==> config.mk <==
export PLATFORM = sky130hd
export DESIGN_NAME = adpll_mesh_seq
export DESIGN_NICKNAME = d
export VERILOG_FILES = /design/src/rtl/mesh_pkg.sv /design/src/rtl/node_lock_det.sv /design/src/rtl/adpll_mesh_seq.sv
export SDC_FILE = /design/constraint.sdc
export NUM_CORES = 1
export LEC_CHECK = 0
export CORE_MARGIN = 10
export CORE_UTILIZATION = 41
export DETAILED_ROUTE_END_ITERATION = 6
export GPL_ROUTABILITY_DRIVEN = 0
export PLACE_DENSITY_LB_ADDON = 0.05
export SYNTH_ARGS = -nofsm -noshare
export SYNTH_HDL_FRONTEND = slang
export SYNTH_SLANG_ARGS = --single-unit
==> constraint.sdc <==
create_clock -name fpga_clk_i -period 2.19 [get_ports fpga_clk_i]
set_input_delay 0.3285 -clock fpga_clk_i [delete_from_list [all_inputs] [get_ports fpga_clk_i]]
set_output_delay 0.3285 -clock fpga_clk_i [all_outputs]
set_load 0.02 [all_outputs]
==> src/rtl/mesh_pkg.sv <==
// rtl/mesh_pkg.sv - shared encodings and helpers for the ADPLL mesh sequencer
package mesh_pkg;

    typedef enum logic [2:0] {
        ST_IDLE   = 3'd0,
        ST_CONFIG = 3'd1,
        ST_RAMP   = 3'd2,
        ST_LOCKED = 3'd3,
        ST_FAULT  = 3'd4
    } state_e;

    localparam logic [1:0] MODE_PLL = 2'b00;
    localparam logic [1:0] MODE_UNI = 2'b01;
    localparam logic [1:0] MODE_BI  = 2'b10;

    localparam logic [1:0] REF_EXT  = 2'd0;
    localparam logic [1:0] REF_NBR  = 2'd1;
    localparam logic [1:0] REF_LOOP = 2'd2;

    // Field index inside a node's {left,above,right,below} weight word
    localparam int W_LEFT  = 3;
    localparam int W_ABOVE = 2;
    localparam int W_RIGHT = 1;
    localparam int W_BELOW = 0;

    // Bits needed to hold the values 0 .. value-1 (at least one bit)
    function automatic int clog2(input int value);
        int bits;
        bits = 1;
        for (int i = 1; i < 32; i++) begin
            if ((1 << bits) < value) begin
                bits = i + 1;
            end
        end
        return bits;
    endfunction

    // Code 11 is reserved and behaves like the plain PLL mode
    function automatic logic is_pll(input logic [1:0] mode);
        return !((mode == MODE_UNI) || (mode == MODE_BI));
    endfunction

endpackage

==> src/rtl/node_lock_det.sv <==
// rtl/node_lock_det.sv - per-node consecutive in-threshold lock counter
module node_lock_det
    import mesh_pkg::*;
#(
    parameter int PDET_WIDTH  = 5,
    parameter int LOCK_THRESH = 2,
    parameter int LOCK_CYCLES = 1024
) (
    input  logic                  clk_i,
    input  logic                  rst_n_i,
    input  logic                  run_i,
    input  logic [PDET_WIDTH-1:0] error_mag_i,
    output logic                  locked_o
);

    localparam int               CNT_W   = clog2(LOCK_CYCLES + 1);
    localparam logic [CNT_W-1:0] CNT_MAX = CNT_W'(LOCK_CYCLES);

    logic [CNT_W-1:0] cnt_q, cnt_d;
    logic             locked_q, locked_d;

    // Count consecutive good samples; any bad or idle sample restarts the run
    always_comb begin
        cnt_d = '0;
        if (run_i && (error_mag_i <= PDET_WIDTH'(LOCK_THRESH))) begin
            cnt_d = (cnt_q == CNT_MAX) ? cnt_q : cnt_q + 1'b1;
        end
        locked_d = (cnt_d == CNT_MAX);
    end

    // Counter and lock flag registers
    always_ff @(posedge clk_i) begin
        if (!rst_n_i) begin
            cnt_q    <= '0;
            locked_q <= 1'b0;
        end else begin
            cnt_q    <= cnt_d;
            locked_q <= locked_d;
        end
    end

    assign locked_o = locked_q;

endmodule

==> src/rtl/adpll_mesh_seq.sv <==
// rtl/adpll_mesh_seq.sv - ROWSxCOLS ADPLL mesh bring-up sequencer with weights and gains
module adpll_mesh_seq
    import mesh_pkg::*;
#(
    parameter int ROWS           = 2,
    parameter int COLS           = 2,
    parameter int PDET_WIDTH     = 5,
    parameter int WEIGHT_WIDTH   = 4,
    parameter int GAIN_WIDTH     = 4,
    parameter int LOCK_THRESH    = 2,
    parameter int LOCK_CYCLES    = 1024,
    parameter int TIMEOUT_CYCLES = 65535
) (
    input  logic                                 fpga_clk_i,
    input  logic                                 rst_n_i,
    input  logic                                 enable_i,
    input  logic [1:0]                           mode_i,
    input  logic                                 load_gains_i,
    input  logic [GAIN_WIDTH-1:0]                kp_i,
    input  logic [GAIN_WIDTH-1:0]                ki_i,
    input  logic [ROWS*COLS*PDET_WIDTH-1:0]      error_mag_i,
    output logic [ROWS*COLS-1:0]                 node_en_o,
    output logic [ROWS*COLS*4*WEIGHT_WIDTH-1:0]  weight_o,
    output logic [ROWS*COLS*4-1:0]               ref_sel_o,
    output logic [GAIN_WIDTH-1:0]                kp_o,
    output logic [GAIN_WIDTH-1:0]                ki_o,
    output logic [ROWS*COLS-1:0]                 locked_o,
    output logic                                 all_locked_o,
    output logic                                 fault_o,
    output logic [2:0]                           state_o
);

    localparam int NODES  = ROWS * COLS;
    localparam int NW     = 4 * WEIGHT_WIDTH;
    localparam int LAST_D = ROWS + COLS - 2;
    localparam int D_W    = clog2(LAST_D + 1);
    localparam int TMO_W  = clog2(TIMEOUT_CYCLES + 1);

    state_e                  state_q, state_d;
    logic [1:0]              mode_q, mode_d;
    logic [D_W-1:0]          d_q, d_d;
    logic [TMO_W-1:0]        tmo_q, tmo_d;
    logic [NODES*NW-1:0]     weight_q, weight_d, weight_cfg;
    logic [NODES*4-1:0]      ref_sel_q, ref_sel_d, ref_sel_cfg;
    logic [GAIN_WIDTH-1:0]   kp_q, kp_d, ki_q, ki_d;
    logic [NODES-1:0]        node_en, front, locked;
    logic                    pll_q;

    assign pll_q = is_pll(mode_q);

    // Weight and reference-select tables for the mode presented during CONFIG
    always_comb begin
        int n, n_up, n_dn, up_w, dn_w;
        logic left_up, above_up;
        weight_cfg  = '0;
        ref_sel_cfg = '0;
        n = 0; n_up = 1; n_dn = 0; up_w = 0; dn_w = 0;
        left_up = 1'b0; above_up = 1'b0;
        for (int r = 0; r < ROWS; r++) begin
            for (int c = 0; c < COLS; c++) begin
                n        = r * COLS + c;
                left_up  = (r == 0) || (c > 0);
                above_up = (r > 0);
                n_up     = (left_up ? 1 : 0) + (above_up ? 1 : 0);
                n_dn     = ((c < COLS - 1) ? 1 : 0) + ((r < ROWS - 1) ? 1 : 0);
                if (is_pll(mode_i)) begin
                    weight_cfg[n*NW + W_LEFT*WEIGHT_WIDTH +: WEIGHT_WIDTH] = WEIGHT_WIDTH'(4);
                end else begin
                    // Bi-directional splits 2/2 unless the node has nobody downstream
                    if ((mode_i == MODE_BI) && (n_dn > 0)) begin
                        up_w = 2 / n_up;
                        dn_w = 2 / n_dn;
                    end else begin
                        up_w = 4 / n_up;
                        dn_w = 0;
                    end
                    if (left_up) begin
                        weight_cfg[n*NW + W_LEFT*WEIGHT_WIDTH +: WEIGHT_WIDTH] = WEIGHT_WIDTH'(up_w);
                    end
                    if (above_up) begin
                        weight_cfg[n*NW + W_ABOVE*WEIGHT_WIDTH +: WEIGHT_WIDTH] = WEIGHT_WIDTH'(up_w);
                    end
                    if (c < COLS - 1) begin
                        weight_cfg[n*NW + W_RIGHT*WEIGHT_WIDTH +: WEIGHT_WIDTH] = WEIGHT_WIDTH'(dn_w);
                    end
                    if (r < ROWS - 1) begin
                        weight_cfg[n*NW + W_BELOW*WEIGHT_WIDTH +: WEIGHT_WIDTH] = WEIGHT_WIDTH'(dn_w);
                    end
                    if (r == 0 && c == 0) begin
                        ref_sel_cfg[n*4 +: 4] = {REF_EXT, REF_LOOP};
                    end else if (r == 0) begin
                        ref_sel_cfg[n*4 +: 4] = {REF_NBR, REF_LOOP};
                    end else if (c == 0) begin
                        ref_sel_cfg[n*4 +: 4] = {REF_LOOP, REF_NBR};
                    end else begin
                        ref_sel_cfg[n*4 +: 4] = {REF_NBR, REF_NBR};
                    end
                end
            end
        end
    end

    // Enabled region (anti-diagonals up to d) and the wavefront currently being locked
    always_comb begin
        node_en = '0;
        front   = '0;
        for (int r = 0; r < ROWS; r++) begin
            for (int c = 0; c < COLS; c++) begin
                front[r*COLS+c] = pll_q || ((r + c) == int'(d_q));
                if ((state_q == ST_RAMP) || (state_q == ST_LOCKED) || (state_q == ST_FAULT)) begin
                    node_en[r*COLS+c] = pll_q || ((r + c) <= int'(d_q));
                end
            end
        end
    end

    // Sequencer next state: config latch, wavefront advance, timeout
    always_comb begin
        state_d   = state_q;
        mode_d    = mode_q;
        d_d       = d_q;
        tmo_d     = tmo_q;
        weight_d  = weight_q;
        ref_sel_d = ref_sel_q;
        if (!enable_i) begin
            state_d = ST_IDLE;
        end else begin
            case (state_q)
                ST_IDLE: state_d = ST_CONFIG;
                ST_CONFIG: begin
                    mode_d    = mode_i;
                    weight_d  = weight_cfg;
                    ref_sel_d = ref_sel_cfg;
                    d_d       = '0;
                    tmo_d     = '0;
                    state_d   = ST_RAMP;
                end
                ST_RAMP: begin
                    if (&(locked | ~front)) begin
                        if (pll_q || (int'(d_q) == LAST_D)) begin
                            state_d = ST_LOCKED;
                        end else begin
                            d_d   = d_q + 1'b1;
                            tmo_d = '0;
                        end
                    end else if (tmo_q == TMO_W'(TIMEOUT_CYCLES - 1)) begin
                        state_d = ST_FAULT;
                    end else begin
                        tmo_d = tmo_q + 1'b1;
                    end
                end
                ST_LOCKED: state_d = ST_LOCKED;
                ST_FAULT:  state_d = ST_FAULT;
                default:   state_d = ST_IDLE;
            endcase
        end
    end

    // Gain register loads whenever the pulse is seen
    always_comb begin
        kp_d = load_gains_i ? kp_i : kp_q;
        ki_d = load_gains_i ? ki_i : ki_q;
    end

    // Sequencer, configuration and gain registers
    always_ff @(posedge fpga_clk_i) begin
        if (!rst_n_i) begin
            state_q   <= ST_IDLE;
            mode_q    <= MODE_PLL;
            d_q       <= '0;
            tmo_q     <= '0;
            weight_q  <= '0;
            ref_sel_q <= '0;
            kp_q      <= GAIN_WIDTH'(1);
            ki_q      <= GAIN_WIDTH'(1);
        end else begin
            state_q   <= state_d;
            mode_q    <= mode_d;
            d_q       <= d_d;
            tmo_q     <= tmo_d;
            weight_q  <= weight_d;
            ref_sel_q <= ref_sel_d;
            kp_q      <= kp_d;
            ki_q      <= ki_d;
        end
    end

    for (genvar g = 0; g < NODES; g++) begin : g_lock
        node_lock_det #(
            .PDET_WIDTH  (PDET_WIDTH),
            .LOCK_THRESH (LOCK_THRESH),
            .LOCK_CYCLES (LOCK_CYCLES)
        ) u_lock (
            .clk_i       (fpga_clk_i),
            .rst_n_i     (rst_n_i),
            .run_i       (node_en[g] & enable_i),
            .error_mag_i (error_mag_i[g*PDET_WIDTH +: PDET_WIDTH]),
            .locked_o    (locked[g])
        );
    end

    assign node_en_o    = node_en;
    assign weight_o     = weight_q;
    assign ref_sel_o    = ref_sel_q;
    assign kp_o         = kp_q;
    assign ki_o         = ki_q;
    assign locked_o     = locked;
    assign all_locked_o = (state_q == ST_LOCKED) && (&locked);
    assign fault_o      = (state_q == ST_FAULT);
    assign state_o      = state_q;

endmodule

==> out/summary.txt <==
Pre-antenna DRT Iters: 5
proportion of layout cells with a drive suffix above 1: 0.09742
final critical-path required period: 2.101 ns
Primary FF master, synth: sky130_fd_sc_hd__dfxtp_1
Pwr Density: 558.1 nW/µm²
detailed-route via count: 4273
Yosys cell types: 65
highest ir drop seen on vdd: 0.3434 mV
final cell area excluding filler cells: 6185 µm²
number of levels in the clock H-tree: 3
Area growth, synth to finish: 19.86%
main combinational cell family by area after synthesis: simple AND/OR/NAND/NOR gates
clock tree from TritonCTS: yes
starting density of the core: 0.4243
n_diodes: 0
Top-Level Pins: 135
Critical Path Source Type: flop
DRC violations left: 0
clock sink count: 84
routed wirelength normalized by instance count: 14.69 µm
leakage: 2.280 nW
maximum number of pins on one net before global-route repair: 24
synthesized netlist cell count: 626
area share of xor/xnor cells in the synthesized design: 0.06935
share of synthesized registers carrying an async set or reset: 0
status: finished, final reports clean
total congestion overflow: 0
post-synthesis sequential area ratio: 0.3259
mux share of post-synthesis cell area: 0.03977
top achievable clock speed: 476.0 MHz
Detailed Route WL: 12720 µm
number of DRC markers in iteration 0: 243
max cap viols: 0
post-layout net count: 744
setup repair after global routing missed its margin: yes
post-synthesis area per instance: 8.243 µm²
number of flops mapped to enable cells by yosys: 0
clock root cell: sky130_fd_sc_hd__clkbuf_16
post-synthesis cell area: 5160 µm²
top library cells by usage in the layout, fill and taps aside: 82 x sky130_fd_sc_hd__dfxtp_1, 71 x sky130_fd_sc_hd__nor2_1, 71 x sky130_fd_sc_hd__clkdlybuf4s50_1
clock insertion delay at the later pin of the skew report: 0.34 ns
category of the critical setup timing path: reg -> out
simple-gate share of the synthesized area: 0.2483
die area: 17470 µm²
final setup fails: 0
wire length of the first global-routing pass: 20570 µm
commonest non-fill, non-tap cell in the layout: sky130_fd_sc_hd__dfxtp_1
Max clock buf depth: 2
total global-route track usage: 0.1392
post-synthesis share of cell area spent on full adders, half adders and majority gates: 0.04122
Antenna Nets Post-Route: 0
clock transition time at the flip-flop clock pins of the worst setup and hold paths: 0.07 ns
number of antenna violations at the first check in global routing: 0
Synth Area in Compound Gates: 0.1157
placeable core area: 12160 µm²
arrival time at the worst endpoint: 1.77 ns
x dimension of the die: 132.2 µm
final number of hold-violating endpoints: 0
Clock Skews: 0.005323 ns
minimum setup slack after placement: 0.06697 ns
Via density: 4.934
worst-case setup margin in the final layout: 0.08920 ns
Yosys Warn Count: 0
HPWL Detailed: 10080 µm
total of buffers placed on input and output ports: 75
CP Max Fanout: 5
standard cell area after detailed placement: 5867 µm²
minimum setup slack among reg-to-reg paths: 0.14 ns
number of max-slew violations in the final report: 0
row count: 40
Power, Total: 0.003452 W
Hold Path Class: reg -> reg
Die Y: 132.2 µm
period utilization: 0.9593
post-synthesis sequential element count: 84
number of buffers created by CTS: 9
Worst Setup End Kind: output port
required time of the critical path: 1.86 ns
number of global-route vias before repair: 4076
[where the power goes]
group / internal, W / leakage, nW / switching [W]
sequential: 0.00154 / 0.679 / 0.0000124
clock: 0.000889 / 0.142 / 0.000654
combinational: 0.000138 / 1.46 / 0.000215
total: 0.00257 / 2.28 / 0.000881
[critical path: stages, from the launching register on]
cell,delay [ns]
sky130_fd_sc_hd__dfxtp_1,0.36
sky130_fd_sc_hd__inv_1,0.09
sky130_fd_sc_hd__ha_1,0.27
sky130_fd_sc_hd__o32a_1,0.37
sky130_fd_sc_hd__dlygate4sd2_1,0.33
[what timing repair did]
action,4_1_cts,5_1_grt
hold endpoints to repair,0,0
buffers inserted,0,0
gates cloned,0,0
gates resized for setup,4,7
endpoints found under the setup margin,4,4
hold buffers,0,0
[stage by stage]
stage | utilization | hold WS (ns) | TNS [ns] | cells
floorplan | - | 0.4474 | 0 | 684
global placement | 0.4824 | 0.4652 | 0 | 850
detailed placement | 0.4824 | 0.4777 | 0 | 850
CTS | 0.5068 | 0.4949 | 0 | 866
global route | 0.5085 | 0.5262 | -0.06118 | 866
finish | 0.5085 | 0.4842 | 0 | 866
[routing by layer]
metal	GRT usage	vias up	wire (µm)	part of all wire
met5	0	-	0	0
met1	0.1661	1982	5453	0.43
met4	0.04462	0	176	0.014
met2	0.2376	85	6483	0.51
met3	0.03582	14	612	0.048
li1	-	2192	-	-
[cell usage after synthesis, types with 4 or more instances]
cell type	instances	area [µm²]
sky130_fd_sc_hd__a211oi_1	4	30.03
sky130_fd_sc_hd__a21oi_1	18	90.09
sky130_fd_sc_hd__a31oi_1	18	112.6
sky130_fd_sc_hd__and3_1	15	93.84
sky130_fd_sc_hd__and4_1	4	35.03
sky130_fd_sc_hd__buf_4	81	608.1
sky130_fd_sc_hd__clkbuf_1	18	67.56
sky130_fd_sc_hd__dfxtp_1	84	1682
sky130_fd_sc_hd__ha_1	17	212.7
sky130_fd_sc_hd__inv_1	30	112.6
sky130_fd_sc_hd__mux2_2	4	45.04
sky130_fd_sc_hd__mux2i_1	16	160.2
sky130_fd_sc_hd__nand2_1	27	101.4
sky130_fd_sc_hd__nand2b_1	5	31.28
sky130_fd_sc_hd__nand3_1	40	200.2
sky130_fd_sc_hd__nand4_1	19	118.9
sky130_fd_sc_hd__nor2_1	71	266.5
sky130_fd_sc_hd__nor2b_1	6	37.54
sky130_fd_sc_hd__nor3_1	15	75.07
sky130_fd_sc_hd__nor3b_1	6	45.04
sky130_fd_sc_hd__nor4b_1	4	35.03
sky130_fd_sc_hd__o21ai_0	8	40.04
sky130_fd_sc_hd__o21ai_1	4	20.02
sky130_fd_sc_hd__or2_2	4	25.02
sky130_fd_sc_hd__or3_1	5	31.28
sky130_fd_sc_hd__xnor2_1	21	183.9
sky130_fd_sc_hd__xor2_1	18	157.7
[state kept, by name (all words and copies together) (netlist names)]
| name | count |
|---|---|
| ref_sel_o | 1 |
| ki_o | 4 |
| d_q | 2 |
| kp_o | 4 |
| mode_q | 2 |
| tmo_q | 16 |
| weight_o | 4 |
| g_lock.u_lock.locked_o | 4 |
| state_o | 3 |
| g_lock.u_lock.cnt_q | 44 |
[cell type report]
cell class / count / area, µm²
Sequential cell: 84 / 1684
Timing Repair Buffer: 102 / 960.9
Inverter: 31 / 116.4
Multi-Input combinational cell: 465 / 2912
Fill cell: 1205 / 5977
Tap cell: 168 / 210.2
Clock inverter: 7 / 76.32
Clock buffer: 9 / 225.2
[final timing paths]
| check | cells after the start | startpoint | end |
|---|---|---|---|
| max | 4 | d_q[0] | node_en_o[3] |
| min | 2 | ki_o[0] | ki_o[0] |
| max reg2reg | 5 | g_lock[2].u_lock.cnt_q[3] | g_lock[2].u_lock.locked_o |
| min reg2reg | 2 | ki_o[0] | ki_o[0] |
[cell families after synthesis]
kind of cell	count (synthesis)
muxes	20
adders and majority gates	17
DFF	84
other	1
xor gates and xnor gates	40
and+or+nand+nor	242
buffers and inverters	135
AOI/OAI and AO/OA	87
Power figures use the tool's default switching activity.
